<file path="src/rtl/transfer_engine.sv">
// Two-party token ledger with a key-checked, fee-bearing transfer engine.
// Requests walk IDLE -> AUTH -> CHECK -> COMMIT -> RESP; failures short-circuit to RESP.
module transfer_engine #(
    parameter logic [7:0] FEE = 8'd0
) (
    input  logic        clock,
    input  logic        resetn,
    input  logic        load,
    input  logic [47:0] starting_memory,
    input  logic        req_valid,
    output logic        req_ready,
    input  logic        req_sender,
    input  logic [7:0]  req_key,
    input  logic [7:0]  req_amount,
    output logic        resp_valid,
    output logic [1:0]  resp_code,
    output logic [47:0] ledger
);

    typedef enum logic [2:0] {
        ST_IDLE   = 3'd0,
        ST_AUTH   = 3'd1,
        ST_CHECK  = 3'd2,
        ST_COMMIT = 3'd3,
        ST_RESP   = 3'd4
    } state_t;

    localparam logic [1:0] CODE_OK     = 2'b00;
    localparam logic [1:0] CODE_BADKEY = 2'b01;
    localparam logic [1:0] CODE_INSUF  = 2'b10;
    localparam logic [1:0] CODE_REJECT = 2'b11;

    // Ledger byte lanes: p1 occupies [47:24], p2 occupies [23:0]; money is the low byte of each.
    function automatic logic [47:0] write_money(
        input logic [47:0] cur,
        input logic        sender,
        input logic [7:0]  sender_money,
        input logic [7:0]  receiver_money
    );
        logic [47:0] nxt;
        nxt = cur;
        if (sender == 1'b0) begin
            nxt[31:24] = sender_money;
            nxt[7:0]   = receiver_money;
        end else begin
            nxt[7:0]   = sender_money;
            nxt[31:24] = receiver_money;
        end
        return nxt;
    endfunction

    state_t      state_q, state_d;
    logic [47:0] ledger_q, ledger_d;
    logic        loaded_q, loaded_d;
    logic        resp_valid_q, resp_valid_d;
    logic [1:0]  resp_code_q, resp_code_d;
    logic        sender_q, sender_d;
    logic [7:0]  key_q, key_d;
    logic [7:0]  amount_q, amount_d;

    logic        ready_s;
    logic [7:0]  sender_priv_s;
    logic [7:0]  sender_money_s;
    logic [7:0]  receiver_money_s;
    logic [8:0]  debit_s;
    logic [8:0]  credit_s;

    assign ready_s   = (state_q == ST_IDLE) && !load && loaded_q;
    assign req_ready = ready_s;

    assign sender_priv_s    = sender_q ? ledger_q[23:16] : ledger_q[47:40];
    assign sender_money_s   = sender_q ? ledger_q[7:0]   : ledger_q[31:24];
    assign receiver_money_s = sender_q ? ledger_q[31:24] : ledger_q[7:0];

    // Nine-bit sums so the fee and the receiver overflow are visible in bit 8.
    assign debit_s  = {1'b0, amount_q} + {1'b0, FEE};
    assign credit_s = {1'b0, receiver_money_s} + {1'b0, amount_q};

    // Next-state, ledger and response-code logic.
    always_comb begin
        state_d     = state_q;
        ledger_d    = ledger_q;
        loaded_d    = loaded_q;
        resp_code_d = resp_code_q;
        sender_d    = sender_q;
        key_d       = key_q;
        amount_d    = amount_q;

        case (state_q)
            ST_IDLE: begin
                if (load) begin
                    ledger_d = starting_memory;
                    loaded_d = 1'b1;
                end else if (req_valid && ready_s) begin
                    sender_d = req_sender;
                    key_d    = req_key;
                    amount_d = req_amount;
                    state_d  = ST_AUTH;
                end else begin
                    state_d = ST_IDLE;
                end
            end
            ST_AUTH: begin
                if (key_q != sender_priv_s) begin
                    resp_code_d = CODE_BADKEY;
                    state_d     = ST_RESP;
                end else begin
                    state_d = ST_CHECK;
                end
            end
            ST_CHECK: begin
                if (amount_q == 8'd0) begin
                    resp_code_d = CODE_REJECT;
                    state_d     = ST_RESP;
                end else if (debit_s > {1'b0, sender_money_s}) begin
                    resp_code_d = CODE_INSUF;
                    state_d     = ST_RESP;
                end else if (credit_s[8]) begin
                    resp_code_d = CODE_REJECT;
                    state_d     = ST_RESP;
                end else begin
                    state_d = ST_COMMIT;
                end
            end
            ST_COMMIT: begin
                // CHECK guaranteed debit_s <= sender money, so the low byte is the exact difference.
                ledger_d    = write_money(ledger_q, sender_q,
                                          sender_money_s - debit_s[7:0],
                                          credit_s[7:0]);
                resp_code_d = CODE_OK;
                state_d     = ST_RESP;
            end
            ST_RESP: begin
                state_d = ST_IDLE;
            end
            default: begin
                state_d = ST_IDLE;
            end
        endcase

        resp_valid_d = (state_d == ST_RESP);
    end

    // State and datapath registers with synchronous active-low reset.
    always_ff @(posedge clock) begin
        if (!resetn) begin
            state_q      <= ST_IDLE;
            ledger_q     <= 48'h0;
            loaded_q     <= 1'b0;
            resp_valid_q <= 1'b0;
            resp_code_q  <= 2'b00;
            sender_q     <= 1'b0;
            key_q        <= 8'h00;
            amount_q     <= 8'h00;
        end else begin
            state_q      <= state_d;
            ledger_q     <= ledger_d;
            loaded_q     <= loaded_d;
            resp_valid_q <= resp_valid_d;
            resp_code_q  <= resp_code_d;
            sender_q     <= sender_d;
            key_q        <= key_d;
            amount_q     <= amount_d;
        end
    end

    assign resp_valid = resp_valid_q;
    assign resp_code  = resp_code_q;
    assign ledger     = ledger_q;

endmodule

</file>
<file path="config.mk">
export PLATFORM = sky130hd
export DESIGN_NAME = transfer_engine
export DESIGN_NICKNAME = d
export VERILOG_FILES = /design/src/rtl/transfer_engine.sv
export SDC_FILE = /design/constraint.sdc
export NUM_CORES = 1
export LEC_CHECK = 0
export BUFFER_PORTS_ARGS = -buffer_cell sky130_fd_sc_hd__buf_2
export CAP_MARGIN = 20
export CORE_MARGIN = 10
export CORE_UTILIZATION = 56
export DETAILED_ROUTE_END_ITERATION = 6
export GPL_TIMING_DRIVEN = 0
export MAX_ROUTING_LAYER = met4
export PLACE_DENSITY = 0.86
export SLEW_MARGIN = 15
export SYNTH_ARGS = -nofsm -noshare
export SYNTH_HDL_FRONTEND = slang
export SYNTH_SLANG_ARGS = --single-unit
export TNS_END_PERCENT = 50
</file>
<file path="constraint.sdc">
create_clock -name clock -period 8.1 [get_ports clock]
set_input_delay 2.43 -clock clock [delete_from_list [all_inputs] [get_ports clock]]
set_output_delay 2.43 -clock clock [all_outputs]
set_load 0.01 [all_outputs]
</file>
==> results of run 1 <==
[synth_stat cells, types with 2 or more instances]
cell type,n
dfxtp_1,72
or3_1,2
xnor2_1,5
o311a_1,2
and2_1,5
nor2b_1,5
xor2_1,13
o211a_1,2
nand2_1,118
buf_2,6
o2111ai_1,3
clkbuf_1,23
nor2_1,13
o21a_1,3
nand2b_1,5
nand3b_1,2
or4_1,2
o211ai_1,4
ha_1,16
and3_1,9
mux2i_1,10
nand3_1,54
a211oi_1,4
a21boi_0,49
a21oi_1,13
mux2_2,14
a21o_1,3
o21bai_1,2
inv_1,9
fa_1,2
o21ai_0,9
buf_4,2
nor3_1,7
buf_1,3
[state kept, by name, indices dropped and copies added, names as in the netlist]
name        cells
amount_q        8
sender_q        1
key_q           8
resp_valid      1
loaded_q        1
state_q         3
resp_code       2
ledger         48
[kinds of logic after synthesis]
kind of cell	after synthesis
AND/OR/NAND/NOR	226
AO/OA/AOI/OAI	104
flip-flops	72
buffers and inverters	44
multiplexers	24
XOR/XNOR	18
adder cells (fa/ha/maj)	18
[worst min path at each step]
stage / start / to / slack [ns] / cells after the start
global placement: loaded_q / loaded_q / 0.44 / 1
finish: ledger[38] / ledger[38] / 0.46 / 2
CTS: ledger[38] / ledger[38] / 0.46 / 2
global route: ledger[39] / ledger[39] / 0.48 / 2
detailed placement: ledger[38] / ledger[38] / 0.45 / 2
floorplan: loaded_q / loaded_q / 0.43 / 1
[power breakdown]
part / switching [W] / total [W] / internal, W
Clock: 0.000154 / 0.000299 / 0.000145
Combinational: 0.0000965 / 0.000168 / 0.0000719
Sequential: 0.0000143 / 0.000386 / 0.000372
Total: 0.000264 / 0.000853 / 0.000589
[routing by layer]
metal	vias up	share of wire, %
met3	24	9.4
met2	196	46
met1	1938	42
met4	0	2.2
li1	2017	-
met5	-	0
[area by class of cell]
type                            instances  area share [%]
Inverter                                9           0.676
Tap cell                               99            2.48
Clock buffer                            9            2.48
Clock inverter                          7            1.58
Multi-Input combinational cell        390            48.8
Timing Repair Buffer                  120            12.0
Sequential cell                        72            28.8
Buffer                                 35            3.08
[worst max-delay path, cell delays in order]
cell	delay, ns
buf_2	0.11
and3b_1	0.25
buf_2	0.17
[metrics by stage]
step / setup WS (ns) / utilization [%]
floorplan: 2.98 / -
global placement: 2.74 / 66.8
detailed placement: 2.73 / 66.8
CTS: 2.73 / 69.6
global route: 2.67 / 69.6
finish: 2.71 / 69.6
==> run summary, run 1 <==
Status = finished clean
Post-CTS Resized = 0
Layout cells sized above 1 = 25.1%
Post-Route WL = 13,100 µm
CTS sink cnt = 72
ANT nets after route = 0
Largest family of logic cells by synthesized area = simple AND/OR/NAND/NOR gates
Skew-Pair Late Insertion Delay = 0.36 ns
Power consumption = 0.000853 W
Maximum clock path buffer count = 2
Initial core utilization = 56.7%
Fillers = 593
RSZ-0062 raised after global routing = false
Via count = 4,175
Post-synthesis async set-or-reset flop share = 0%
Area of the multi-input gates = 0.00244 mm²
GP Congestion = 0.919
Post-CTS setup buffer count = 0
I/O Buffers = 120
WHS = 0.461 ns
Placed Area = 0.00479 mm²
Final setup viols = 0
DR iter-0 viols = 279
Simple-gate share of the synthesized area = 25.1%
Syn-to-layout area delta = 22.8%
Pwr dens = 171 mW/mm²
Tmin final = 5.39 ns
Non-Filler Instances = 741
Most frequent cells in the layout = buf_2, nand2_1, dfxtp_1, nand3_1, a21boi_0
DRC = 0
Cell area after layout = 0.00500 mm²
Worst r2r src = sender_q
Reg2Reg Depth = 12
Largest net degree at the start of global routing = 15
# hold bufs at CTS = 0
GR Util met1 = 27.1%
Total gr overflow = 0
Top cell type by total area after synthesis = dfxtp_1
Max Clk Rate = 186 MHz
WP data arrival = 2.96 ns
Flop2flop setup slack = 4.10 ns
Critical path capture point type = output pin
Boundary pin count = 121
Synth Register Bits = 72
Post-synthesis adder-cell area fraction = 5.90%
Core Footprint = 0.00718 mm²
Xor and xnor fraction of the mapped netlist area = 3.87%
Row count = 31
Slew headroom = 56.9%
Die H = 105 µm
Clock transition at path regs = 0.08 ns
Standby leakage power = 2.27 nW
Main area contributors after synthesis = dfxtp_1, nand2_1, a21boi_0
Die ar. = 0.0111 mm²
Vias/cell = 5.63
CTS H-tree lvls = 3
Hold crit path type = flip-flop to flip-flop
Final #Nets = 724
Overall routing resource usage = 23.4%
First-pass GRT wire length = 20,700 µm
Global-route track usage on met2 = 37.3%
Pre-Repair DR Iteration Count = 5
CP max FO = 3
Maximum vdd ir drop = 116 µV
Worst-Margin Slew = 0.647 ns
Met3 Usage GRT = 6.70%
Avg Inst Size Synth = 8.04 µm²
Initial antenna violation count = 0
Setup crit end = req_ready
FF/Latch Area = 0.00144 mm²
Yosys warning count = 0
Maxcap violations = 0
Syn Inst Count = 506
Mapped Area = 0.00407 mm²
Number of synthesized flops with an enable pin = 0
Fin Setup TNS = 0 ns
Kind of critical path = primary input to output pin
Unique masters post-synth = 49
Placed cell count = 725
Routed WL per cell = 17.7 µm
Fin. max-slew vios = 0
CTS tree = built
Crit path launch = load
Inserted Diodes = 0
Synth Area in Compound Gates = 18.8%
Top_reg_cell synth = dfxtp_1
Tcrit/Tclk final = 66.5%
Worst path required time = 5.67 ns
CP startpoint kind = primary input
Busiest grt layer = met2
Die width = 105 µm
Vias in the first global route = 4,237
Layout Skew = 0.0103 ns
Hold Violations, Final = 0
Part of the Yosys area used for sequential elements = 35.4%
Post-synth top area share = 35.4%
R2r endpoint = state_q[1]
Root buffer cell = clkbuf_8
Syn_nets = 593
Hpwl dp = 9920 µm
Num CTS Buffers = 9
Mux cell area share after synthesis = 6.33%
Leading cell type in the layout, fill and taps excluded = buf_2
Note: power is estimated with default switching activity, not from simulation.
==> run 2, diff against run 1 <==
Settings changed: CORE_UTILIZATION 56 to 52, PLACE_DENSITY 0.86 to 0.8.
Clock period 8.1 ns to 5.64 ns, I/O delays scaled along.
==> run 2 against run 1 <==
Final cell count is 0.40% higher. Sequential share of layout area decreased by 0.072 points. Wire length fell by 0.68%. Critical path type is now flip-flop to flip-flop. Highest routed layer unchanged.
==> run summary, run 2 (synthesis results as in run 1) <==
Status = finished clean
Worst r2r src = sender_q
WP data arrival = 4.29 ns
Standby leakage power = 2.28 nW
Cell Int Power = 0.000860 W
Kind of critical path = flip-flop to flip-flop
I/O Buffers = 120
Final setup viols = 0
Power consumption = 0.00124 W
Sequential Power Share = 44.7%
Pre-Repair DR Iteration Count = 5
Vias in the first global route = 4,089
GP Congestion = 0.926
Min-Delay Startpoint = ledger[12]
CP max FO = 10
Post-Route WL = 13,000 µm
Num CTS Buffers = 9
Worst path required time = 5.93 ns
Post-CTS Resized = 0
Most frequent cells in the layout = buf_2, nand2_1, dfxtp_1, nand3_1, a21boi_0
Clock share of power = 35.9%
Max reg flops = 48
Leading cell type in the layout, fill and taps excluded = buf_2
Total gr overflow = 0
Crit path launch = sender_q
Post-CTS setup buffer count = 0
Combinational group share of total power = 19.4%
R2r endpoint = state_q[1]
Hpwl dp = 10,000 µm
DR iter-0 viols = 238
Skew-Pair Late Insertion Delay = 0.36 ns
Syn-to-layout area delta = 23.1%
Setup crit end = state_q[1]
ANT nets after route = 0
Maxcap violations = 0
Max Clk Rate = 250 MHz
Final #Nets = 724
Slack of the critical path = 1.64 ns
DRC = 0
First-pass GRT wire length = 20,500 µm
Flop2flop setup slack = 1.64 ns
CTS sink cnt = 72
Boundary pin count = 121
Fin. max-slew vios = 0
Initial core utilization = 52.9%
Row count = 32
Reg2Reg Depth = 12
Vias/cell = 5.47
Placed cell count = 728
Maximum clock path buffer count = 2
Via count = 4,067
Routed WL per cell = 17.5 µm
FF/Latch Area = 0.00144 mm²
Area of the multi-input gates = 0.00244 mm²
Sw frac = 30.5%
Tcrit/Tclk final = 70.9%
Worst-Margin Slew = 0.620 ns
Hold crit path type = flip-flop to flip-flop
Pwr dens = 247 mW/mm²
Clock transition at path regs = 0.09 ns
Hold Violations, Final = 0
Slew headroom = 58.7%
Layout cells sized above 1 = 25.1%
P_sw = 0.000378 W
Fin Setup TNS = 0 ns
Maximum vdd ir drop = 165 µV
Pre-CTS setup slack = 1.68 ns
Die width = 108 µm
Critical path capture point type = flip-flop
Inserted Diodes = 0
Overall routing resource usage = 22.7%
Die ar. = 0.0118 mm²
Tmin final = 4.00 ns
WHS = 0.466 ns
Layout Skew = 0.0119 ns
Die H = 108 µm
CTS tree = built
# hold bufs at CTS = 0
Largest net degree at the start of global routing = 15
Initial antenna violation count = 0
CTS H-tree lvls = 3
Root buffer cell = clkbuf_8
Fillers = 702
CP startpoint kind = flip-flop
Non-Filler Instances = 744
RSZ-0062 raised after global routing = false
Core Footprint = 0.00769 mm²
## run 2: final cells by class
class,count,area share [%]
Clock inverter,6,1.47
Timing Repair Buffer,120,12.0
Buffer,35,3.07
Clock buffer,10,2.75
Sequential cell,72,28.8
Multi-Input combinational cell,390,48.7
Tap cell,102,2.55
Inverter,9,0.674
## run 2: worst max-delay path: stages, from the launching register on
cell and delay, ns:
dfxtp_1 0.34, buf_6 0.17, clkbuf_1 0.42, clkbuf_1 0.43, mux2_2 0.39, ha_1 0.20
fa_1 0.44, a211oi_1 0.36, o21ai_0 0.15, a311oi_1 0.50, nand2_1 0.13, o2bb2a_1 0.31
nor2_1 0.10
## run 2: worst min-delay path by stage
stage,to,cells past startpoint
after floorplan,loaded_q,1
after global placement,loaded_q,1
after detailed placement,ledger[12],2
after CTS,ledger[9],2
after global routing,ledger[36],2
final,ledger[12],2
## run 2: per-layer routing
| metal | up-vias | GRT usage [%] | wire length, µm |
|---|---|---|---|
| met2 | 149 | 36.0 | 6250 |
| li1 | 2021 | - | - |
| met3 | 19 | 4.46 | 1020 |
| met1 | 1878 | 28.7 | 5590 |
| met5 | - | - | 0 |
| met4 | 0 | 6.78 | 151 |
## run 2: through the flow
| stage | util, % | instance area, µm² |
|---|---|---|
| 2_1_floorplan | - | 4070 |
| 3_3_place_gp | 62.4 | 4800 |
| 3_5_place_dp | 62.4 | 4800 |
| 4_1_cts | 65.2 | 5010 |
| 5_1_grt | 65.2 | 5010 |
| 6_report | 65.2 | 5010 |
## run 2: power groups by stage
stage | Combinational (W) | Sequential [W] | Clock, W
finish | 0.000240 | 0.000554 | 0.000444
global route | 0.000267 | 0.000558 | 0.000469
CTS | 0.000241 | 0.000553 | 0.000444
detailed placement | 0.000239 | 0.000565 | 0
global placement | 0.000235 | 0.000564 | 0
floorplan | 0.000140 | 0.000572 | 0
